## src/rtl/out_drain_sched_pkg.sv

```systemverilog
// Shared types and defaults for the output drain scheduler.
// State enum, default sizes and an index-width helper.
package out_pkg;

  typedef enum logic [1:0] {
    OS_IDLE,
    OS_RUN,
    OS_FLUSH
  } os_state_e;

  localparam int NCOLS_DEF = 8;
  localparam int DW_DEF    = 32;
  localparam int WPC_DEF   = 2;

  // Index width that never collapses to zero bits.
  function automatic int idx_w(input int n);
    return (n > 1) ? $clog2(n) : 1;
  endfunction

  localparam int COL_W_DEF = idx_w(NCOLS_DEF);

endpackage

```

## src/rtl/out_drain_sched_if.sv

```systemverilog
// Host-facing valid/ready output stream of the drain scheduler.
// Carries m_data, m_col, m_last, m_valid (master) and m_ready (slave).
interface out_drain_sched_if
  import out_pkg::*;
#(
  parameter int DW = DW_DEF,
  parameter int CW = COL_W_DEF
) ();

  logic [DW-1:0] m_data;
  logic [CW-1:0] m_col;
  logic          m_last;
  logic          m_valid;
  logic          m_ready;

  modport master (
    output m_data, m_col, m_last, m_valid,
    input  m_ready
  );

  modport slave (
    input  m_data, m_col, m_last, m_valid,
    output m_ready
  );

endinterface

```

## src/rtl/out_drain_sched_rr_arbiter.sv

```systemverilog
// Combinational round-robin arbiter: first request at or after ptr.
// In: req, ptr. Out: one-hot gnt, index idx, any, next pointer.
module rr_arbiter
  import out_pkg::*;
#(
  parameter int N = NCOLS_DEF,
  parameter int W = idx_w(N)
) (
  input  logic [N-1:0] req,
  input  logic [W-1:0] ptr,
  output logic [N-1:0] gnt,
  output logic [W-1:0] idx,
  output logic         any,
  output logic [W-1:0] ptr_nxt
);

  always_comb begin
    idx = '0;
    any = 1'b0;
    for (int i = 0; i < N; i++) begin
      if (!any && req[(int'(ptr) + i) % N]) begin
        any = 1'b1;
        idx = W'((int'(ptr) + i) % N);
      end
    end
  end

  assign gnt = any ? (N'(1) << idx) : '0;

  // Pointer moves to the slot just past the winner.
  assign ptr_nxt = (int'(idx) == N - 1) ? '0 : idx + W'(1);

endmodule

```

## src/rtl/out_drain_sched.sv

```systemverilog
// Frame drain scheduler: round-robin pops WORDS_PER_COL words per column.
// Ports: clk, rstn, start, col_data/col_valid/col_read, busy, done, m stream.
module out_drain_sched
  import out_pkg::*;
#(
  parameter int NCOLS         = NCOLS_DEF,
  parameter int DW            = DW_DEF,
  parameter int WORDS_PER_COL = WPC_DEF
) (
  input  logic                       clk,
  input  logic                       rstn,
  input  logic                       start,
  input  logic [NCOLS-1:0][DW-1:0]   col_data,
  input  logic [NCOLS-1:0]           col_valid,
  output logic [NCOLS-1:0]           col_read,
  output logic                       busy,
  output logic                       done,
  out_drain_sched_if.master          m
);

  localparam int CW  = idx_w(NCOLS);
  localparam int RW  = idx_w(WORDS_PER_COL + 1);
  localparam int TOT = NCOLS * WORDS_PER_COL;
  localparam int LW  = idx_w(TOT + 1);

  os_state_e                state;
  logic [CW-1:0]            ptr;
  logic [CW-1:0]            g_idx;
  logic [CW-1:0]            ptr_nxt;
  logic [NCOLS-1:0][RW-1:0] rem;
  logic [LW-1:0]            left;
  logic [NCOLS-1:0]         req;
  logic [NCOLS-1:0]         gnt;
  logic                     g_any;
  logic                     slot_free;
  logic                     grant;
  logic                     fin;

  always_comb begin
    req = '0;
    for (int c = 0; c < NCOLS; c++) begin
      req[c] = col_valid[c] && (rem[c] != '0);
    end
  end

  rr_arbiter #(
    .N (NCOLS),
    .W (CW)
  ) u_arb (
    .req     (req),
    .ptr     (ptr),
    .gnt     (gnt),
    .idx     (g_idx),
    .any     (g_any),
    .ptr_nxt (ptr_nxt)
  );

  assign slot_free = !m.m_valid || m.m_ready;

  // rstn gates the pop so a mid-frame reset never pops a column.
  assign grant = rstn && (state == OS_RUN)
              && slot_free && g_any;

  assign col_read = grant ? gnt : '0;

  // Total-remaining counter: hitting zero marks the last word.
  assign fin = (left == LW'(1));

  always_ff @(posedge clk) begin
    if (!rstn) begin
      state     <= OS_IDLE;
      ptr       <= '0;
      rem       <= '0;
      left      <= '0;
      busy      <= 1'b0;
      done      <= 1'b0;
      m.m_data  <= '0;
      m.m_col   <= '0;
      m.m_last  <= 1'b0;
      m.m_valid <= 1'b0;
    end else begin
      done <= 1'b0;
      unique case (state)
        OS_IDLE: begin
          if (start) begin
            rem   <= {NCOLS{RW'(WORDS_PER_COL)}};
            left  <= LW'(TOT);
            ptr   <= '0;
            busy  <= 1'b1;
            state <= OS_RUN;
          end
        end
        OS_RUN: begin
          if (m.m_valid && m.m_ready) begin
            m.m_valid <= 1'b0;
          end
          if (grant) begin
            m.m_data   <= col_data[g_idx];
            m.m_col    <= g_idx;
            m.m_valid  <= 1'b1;
            m.m_last   <= fin;
            rem[g_idx] <= rem[g_idx] - RW'(1);
            left       <= left - LW'(1);
            ptr        <= ptr_nxt;
            if (fin) begin
              state <= OS_FLUSH;
            end
          end
        end
        OS_FLUSH: begin
          if (m.m_valid && m.m_ready) begin
            m.m_valid <= 1'b0;
            m.m_last  <= 1'b0;
            done      <= 1'b1;
            busy      <= 1'b0;
            state     <= OS_IDLE;
          end
        end
        default: state <= OS_IDLE;
      endcase
    end
  end

endmodule
```

## src/flat_wrapper.sv

```systemverilog
// flat-port wrapper written by rule: the top's interface ports become plain ports
module out_drain_sched_flat import out_pkg::*;
#(
  parameter int NCOLS         = NCOLS_DEF,
  parameter int DW            = DW_DEF,
  parameter int WORDS_PER_COL = WPC_DEF
)
  (clk, rstn, start, col_data, col_valid, col_read, busy, done, m_m_data, m_m_col, m_m_last, m_m_valid, m_m_ready);
  out_drain_sched_if #(.DW(DW)) m_i ();
  input  logic clk;
  input  logic rstn;
  input  logic start;
  input  logic [NCOLS-1:0][DW-1:0] col_data;
  input  logic [NCOLS-1:0] col_valid;
  output logic [NCOLS-1:0] col_read;
  output logic busy;
  output logic done;
  output wire logic [$bits(m_i.m_data)-1:0] m_m_data;
  output wire logic [$bits(m_i.m_col)-1:0] m_m_col;
  output wire logic [$bits(m_i.m_last)-1:0] m_m_last;
  output wire logic [$bits(m_i.m_valid)-1:0] m_m_valid;
  input wire logic [$bits(m_i.m_ready)-1:0] m_m_ready;
  assign m_m_data = m_i.m_data;
  assign m_m_col = m_i.m_col;
  assign m_m_last = m_i.m_last;
  assign m_m_valid = m_i.m_valid;
  assign m_i.m_ready = m_m_ready;
  out_drain_sched #(.NCOLS(NCOLS), .DW(DW), .WORDS_PER_COL(WORDS_PER_COL)) u_core (.clk(clk), .rstn(rstn), .start(start), .col_data(col_data), .col_valid(col_valid), .col_read(col_read), .busy(busy), .done(done), .m(m_i));
endmodule
```

## config.mk

```make
export PLATFORM = sky130hd
export DESIGN_NAME = out_drain_sched_flat
export DESIGN_NICKNAME = d
export VERILOG_FILES = /design/src/rtl/out_drain_sched_pkg.sv /design/src/rtl/out_drain_sched_if.sv /design/src/rtl/out_drain_sched_rr_arbiter.sv /design/src/rtl/out_drain_sched.sv /design/src/flat_wrapper.sv
export SDC_FILE = /design/constraint.sdc
export NUM_CORES = 1
export LEC_CHECK = 0
export CAP_MARGIN = 10
export CELL_PAD_IN_SITES_DETAIL_PLACEMENT = 0
export CELL_PAD_IN_SITES_GLOBAL_PLACEMENT = 2
export CORE_ASPECT_RATIO = 0.8
export CORE_MARGIN = 3
export CORE_UTILIZATION = 22
export DETAILED_ROUTE_END_ITERATION = 10
export PLACE_DENSITY = 0.91
export SLEW_MARGIN = 20
export SYNTH_ARGS = -nofsm -noshare
export SYNTH_HDL_FRONTEND = slang
export SYNTH_SLANG_ARGS = --single-unit
```

## constraint.sdc

```tcl
create_clock -name clk -period 5.7 [get_ports clk]
set_clock_uncertainty 0.05 [all_clocks]
set_input_delay 0.57 -clock clk [delete_from_list [all_inputs] [get_ports clk]]
set_output_delay 0.57 -clock clk [all_outputs]
set_load 0.01 [all_outputs]
```

==> impl_metrics.tcl, run 1 <==
set metrics [dict create \
    status "completed" \
    postRouteAntennaNets 0 \
    power_density_mw_per_mm2 543.7 \
    hold_depth 2 \
    diodes 0 \
    wire_per_inst_um 21.78 \
    cts_resized 0 \
    first_pass_iters 5 \
    num_rows 54 \
    core-area_mm2 0.02763 \
    cp-start-kind "register" \
    timing.rr.start "u_core.ptr[0]" \
    drcViolationCount 0 \
    slew_violations 0 \
    io_pins 315 \
    gp_congestion 0.8985 \
    r2r_end "u_core.m.m_data[12]" \
    grt_pass1_vias 7169 \
    area_growth_pct 61.17 \
    crit_family "buffers and inverters" \
    ir_drop_uv 352.6 \
    cts-buffers-inserted 9 \
    end_kind "primary output" \
    synth-seq-area-share_pct 20.75 \
    max_freq_mhz 190.9 \
    portBuffers 314 \
    layout_commonest_cell "clkdlybuf4s50_1" \
    root_buffer "clkbuf_16" \
    grt_max_degree 73 \
    die_w_um 194.8 \
    reg2reg_slack_ns 0.68 \
    power_leakage_nw 3.668 \
    fillers 2901 \
    cts_sinks 65 \
    synthFlopType "dfxtp_1" \
    syn_inst 820 \
    synth_enable_flop_cells 0 \
    critical_path_class "reg -> out" \
    maxCapViolCount 0 \
    worstHoldStart "u_core.m.m_data[2]" \
    syn_area_per_cell_um2 7.648 \
    path_buf_inv 4 \
    worstPathMaxFanout 17 \
    die_y_um 157.0 \
    path_clk_slew_ns 0.07 \
    cts_setup_buffers 0 \
    grt_use_total_pct 19.60 \
    hp-class "reg -> reg" \
    max_slew_margin_pct 33.52 \
    hold_violations 0 \
    nNetsFinal 1380 \
    ys_seq_elements 65 \
    post-place-ws_ns 0.5382 \
    setup_ws_ns 0.4606 \
    insertion_delay_ns 0.35 \
    ys_warn_count 0 \
    setup_tns_ns 0 \
    min_to "u_core.m.m_data[2]" \
    cpMaxStageDelayCell "xnor2_1" \
    dieArea_mm2 0.03058 \
    async_flop_share_pct 0 \
    yosysUniqueCellTypes 71 \
    h-tree-depth 3 \
    cpPeakStageDelay_ns 0.62 \
    path_cells "buf_4, ha_1, xnor2_1, nand2_1, a32o_1, or2_2, nand2_1, a311oi_1, or2_2, inv_2, ha_1, ha_1, inv_1, nor2_1, clkdlybuf4s50_1" \
    cpMostUsedCell "ha_1" \
    dpl.hpwl_um 24590 \
    setup_viol 0 \
    required_ns 5.08 \
    vias 7495 \
    clk_path_buf_depth 2 \
    routed_wl_um 31980 \
    antenna_found_initial 0 \
    startpoint "u_core.ptr[0]" \
    overflow 0 \
    syn_nets 1101 \
    layout_common_cells "clkdlybuf4s50_1 (313), nand2_1 (111), dfxtp_1 (65)" \
    crit_arrival_ns 4.62 \
    drt_iter0_drc 493 \
    floorplan.initialDensity_pct 22.69 \
    synth_area_mm2 0.006271 \
    holdBufCountCts 0 \
    min_period_ns 5.239 \
    cts_tree "done" \
    finalCritPeriodShare_pct 91.92 \
    rsz0062_at_grt "no" \
    drive_gt1_share_pct 9.239 \
    grt_first_pass_wirelength_um 45890 \
    worst_pin_slew_ns 0.9972 \
    viasPerCell 5.106 \
    reg2reg_depth 15 \
]
## stage by stage
stage	utilization, %	power [W]	cells	cell area, um^2	hold WS [ns]
2_1_floorplan	-	0.003369	820	6271	0.4002
3_3_place_gp	35.28	0.004789	1452	9748	0.3956
3_5_place_dp	35.28	0.004814	1452	9748	0.3967
4_1_cts	36.56	0.005516	1468	10100	0.4125
5_1_grt	36.58	0.005896	1468	10110	0.4274
6_report	36.58	0.005495	1468	10110	0.4088
## logic make-up after synthesis
group	Yosys count	synth area share (%)
AND/OR/NAND/NOR	281	21.35
AO/OA/AOI/OAI	278	30.23
buffers and inverters	94	7.342
multiplexers	84	16.74
flip-flops	65	20.75
adder cells (fa/ha/maj)	13	2.594
XOR/XNOR	5	0.9978
## worst max path at each step
stage                       end  depth (start not counted)
floorplan           col_read[7]                         22
global placement    col_read[2]                         13
detailed placement  col_read[6]                         13
CTS                 col_read[6]                         14
global route        col_read[7]                         15
finish              col_read[7]                         15
## cell usage after synthesis (all sizes together) (20+ instances only)
| library cell | instances | area, um^2 |
|---|---|---|
| clkbuf | 34 | 127.6 |
| mux2i | 49 | 498.0 |
| and2 | 37 | 234.0 |
| inv | 20 | 80.08 |
| a221oi | 28 | 245.2 |
| nor2 | 41 | 153.9 |
| mux2 | 21 | 236.5 |
| a21oi | 58 | 290.3 |
| buf | 40 | 252.7 |
| nand2 | 113 | 429.2 |
| nand3 | 47 | 235.2 |
| dfxtp | 65 | 1301 |
| o21ai | 56 | 287.8 |
| a211oi | 24 | 180.2 |
## power breakdown
group | internal (W) | total [W] | switching [W] | leakage (nW)
Sequential | 0.000578 | 0.000670 | 0.0000924 | 0.531
Combinational | 0.00164 | 0.00415 | 0.00251 | 2.97
Clock | 0.000441 | 0.000678 | 0.000237 | 0.169
Total | 0.00266 | 0.00550 | 0.00284 | 3.67
## metal layers
metal / track usage, % / share of wire (%)
met5: 0 / 0
met4: 2.715 / 0.63
met3: 5.286 / 7.6
met1: 27.90 / 47
met2: 30.53 / 45
## registers in the layout (all words and copies together), names as in the netlist
signal,cells
u_core.left,5
u_core.m.m_data,32
u_core.state,2
u_core.m.m_col,3
u_core.m.m_last,1
u_core.rem,16
u_core.ptr,3
u_core.busy,1
u_core.m.m_valid,1
u_core.done,1
## worst register-to-register path, cell delays in order (launching register included)
cell and delay (ns):
dfxtp_1 0.31, buf_4 0.21, ha_1 0.39, xnor2_1 0.62, nand2_1 0.13, a32o_1 0.35
or2_2 0.36, nand2_1 0.07, a311oi_1 0.09, or2_2 0.35, inv_2 0.26, buf_4 0.50
nor2_1 0.23, a221oi_1 0.61, o22ai_1 0.20, o21a_1 0.19
## cell type report
| cell class | instances | area [um^2] | area share [%] |
|---|---|---|---|
| clock buffers | 10 | 239.0 | 2.364 |
| clock inverters | 6 | 115.1 | 1.139 |
| inverters | 20 | 80.08 | 0.7923 |
| multi-input cells | 661 | 4543 | 44.95 |
| flip-flops and latches | 65 | 1301 | 12.87 |
| well taps | 364 | 455.4 | 4.506 |
| repair buffers | 342 | 3373 | 33.37 |
No activity file was read; power rests on OpenSTA's default activity.
==> run 2, diff against run 1 <==
--- a/config.mk
+++ b/config.mk
@@ -9,8 +9,9 @@
 export CELL_PAD_IN_SITES_DETAIL_PLACEMENT = 0
-export CELL_PAD_IN_SITES_GLOBAL_PLACEMENT = 2
+export CELL_PAD_IN_SITES_GLOBAL_PLACEMENT = 1
 export CORE_ASPECT_RATIO = 0.8
 export CORE_MARGIN = 3
-export CORE_UTILIZATION = 22
+export CORE_UTILIZATION = 28
 export DETAILED_ROUTE_END_ITERATION = 10
-export PLACE_DENSITY = 0.91
+export PLACE_DENSITY = 0.89
+export SKIP_LAST_GASP = 1
 export SLEW_MARGIN = 20
--- a/constraint.sdc
+++ b/constraint.sdc
@@ -4,2 +4,2 @@
 set_output_delay 0.57 -clock clk [all_outputs]
-set_load 0.01 [all_outputs]
+set_load 0.02 [all_outputs]
==> run 2 against run 1 <==
  * Die area decreased by 21%
  * Critical path depth unchanged
  * Core utilization up 8.9 points
  * Hold slack worse by 0.011 ns
  * Via count grew 0.75%
==> impl_metrics.tcl, run 2 (synthesized netlist as in run 1, its figures left out) <==
set metrics [dict create \
    status "completed" \
    h-tree-depth 3 \
    dpl.hpwl_um 23210 \
    postRouteAntennaNets 0 \
    critical_path_class "reg -> out" \
    grt_pass1_vias 7245 \
    r2r_end "u_core.rem[11]" \
    setup_viol 0 \
    floorplan.initialDensity_pct 28.76 \
    overflow 0 \
    hp-class "reg -> reg" \
    slew_violations 0 \
    portBuffers 314 \
    nNetsFinal 1371 \
    clk_path_buf_depth 2 \
    max_freq_mhz 188.7 \
    viasPerCell 5.413 \
    cts-buffers-inserted 9 \
    grt_first_pass_wirelength_um 44420 \
    end_kind "primary output" \
    hold_depth 2 \
    min_period_ns 5.299 \
    grt_use_total_pct 23.53 \
    gp_congestion 0.9833 \
    power.total_w 0.005322 \
    fillers 2204 \
    largest_reg_flops 32 \
    timing.rr.start "u_core.ptr[0]" \
    num_rows 48 \
    die_w_um 173.3 \
    drive_gt1_share_pct 8.311 \
    path_clk_slew_ns 0.06 \
    crit_arrival_ns 4.68 \
    required_ns 5.08 \
    cts_tree "done" \
    vias 7551 \
    cp-start-kind "register" \
    io_pins 315 \
    core-area_mm2 0.02180 \
    die_y_um 139.9 \
    reg2reg_slack_ns 0.71 \
    startpoint "u_core.ptr[1]" \
    power_leakage_nw 3.603 \
    antenna_found_initial 0 \
    reg2reg_depth 15 \
    holdBufCountCts 0 \
    setup_tns_ns 0 \
    worstPathMaxFanout 67 \
    routed_wl_um 29950 \
    dieArea_mm2 0.02424 \
    root_buffer "clkbuf_16" \
    worst_pin_slew_ns 1.017 \
    layout_commonest_cell "clkdlybuf4s50_1" \
    maxCapViolCount 0 \
    drcViolationCount 0 \
    area_growth_pct 58.00 \
    critPathCapture "col_read[4]" \
    reg_top3 "u_core.m.m_data: 32 flops, u_core.rem: 16 flops, u_core.left: 5 flops" \
    power_density_mw_per_mm2 537.1 \
    drt_iter0_drc 562 \
    ir_drop_uv 524.1 \
    max_slew_margin_pct 32.22 \
    first_pass_iters 5 \
    diodes 0 \
    grt_max_degree 68 \
    wire_per_inst_um 21.47 \
    finalCritPeriodShare_pct 92.96 \
    hold_violations 0 \
    rsz0062_at_grt "no" \
    insertion_delay_ns 0.33 \
    layout_common_cells "clkdlybuf4s50_1 (313), nand2_1 (111), dfxtp_1 (65)" \
    largest_register "u_core.m.m_data" \
    cts_sinks 65 \
]
## run 2: changes by cell type in the layout (fill, tap and decap cells not counted), moves of 2 or more
| cell | previous run | this run |
|---|---|---|
| clkinv_2 | 0 | 2 |
| buf_4 | 26 | 16 |
| clkinv_4 | 2 | 0 |
| clkbuf_1 | 0 | 3 |
| bufinv_16 | 3 | 1 |
## run 2: what timing repair did
action                     CTS  global route
gates resized for setup      0             1
buffers inserted             0             0
setup endpoints to repair    0             4
## run 2: layout make-up
class	instances	area (um^2)	area share, %
Multi-Input combinational cell	661	4543	45.85
Inverter	20	80.08	0.8082
Clock buffer	13	250.2	2.526
Sequential cell	65	1301	13.13
Clock inverter	3	40.04	0.4041
Timing Repair Buffer	333	3318	33.49
Tap cell	300	375.4	3.788
## run 2: worst max-delay path: stages (launching register included)
cell	delay (ns)
dfxtp_1	0.31
inv_2	0.16
ha_2	0.41
inv_6	0.15
mux2i_2	0.34
nor3_1	0.08
a311o_1	0.36
o31ai_4	0.47
nand3_1	0.16
a32o_1	0.28
o31ai_4	0.24
buf_12	0.33
inv_2	0.11
ha_1	0.22
and2_1	0.14
clkdlybuf4s50_1	0.53
## run 2: metrics by stage
step                setup slack [ns]  utilization (%)  std cells  hold WS [ns]  area (um^2)
finish                        0.4011            45.45       1395        0.3974         9908
global route                  0.1057            45.45       1395        0.4123         9908
CTS                           0.3194            45.44       1395        0.3996         9906
detailed placement            0.5874            44.11       1379        0.3942         9615
global placement              0.6398            44.09       1379        0.3895         9613
floorplan                     0.7192                -        820        0.4002         6271
## run 2: per-layer routing
metal  GRT usage (%)  vias up  part of all wire, %
met3           7.501       23                  9.4
met5               0        -                    0
met4           4.179        0                  1.3
li1                -     3604                    -
met1           33.37     3581                   46
met2           35.26      343                   44
## run 2: worst min path at each step
| stage | startpoint | endpoint |
|---|---|---|
| floorplan | u_core.left[1] | u_core.left[1] |
| global route | u_core.m.m_data[11] | u_core.m.m_data[11] |
| CTS | u_core.m.m_data[11] | u_core.m.m_data[11] |
| global placement | u_core.m.m_data[7] | u_core.m.m_data[7] |
| detailed placement | u_core.m.m_data[11] | u_core.m.m_data[11] |
| finish | u_core.m.m_data[11] | u_core.m.m_data[11] |
## run 2: where the power goes
group	internal [W]	total, W	switching [W]
logic	0.00159	0.00410	0.00251
registers	0.000578	0.000666	0.0000878
clock network	0.000349	0.000552	0.000202
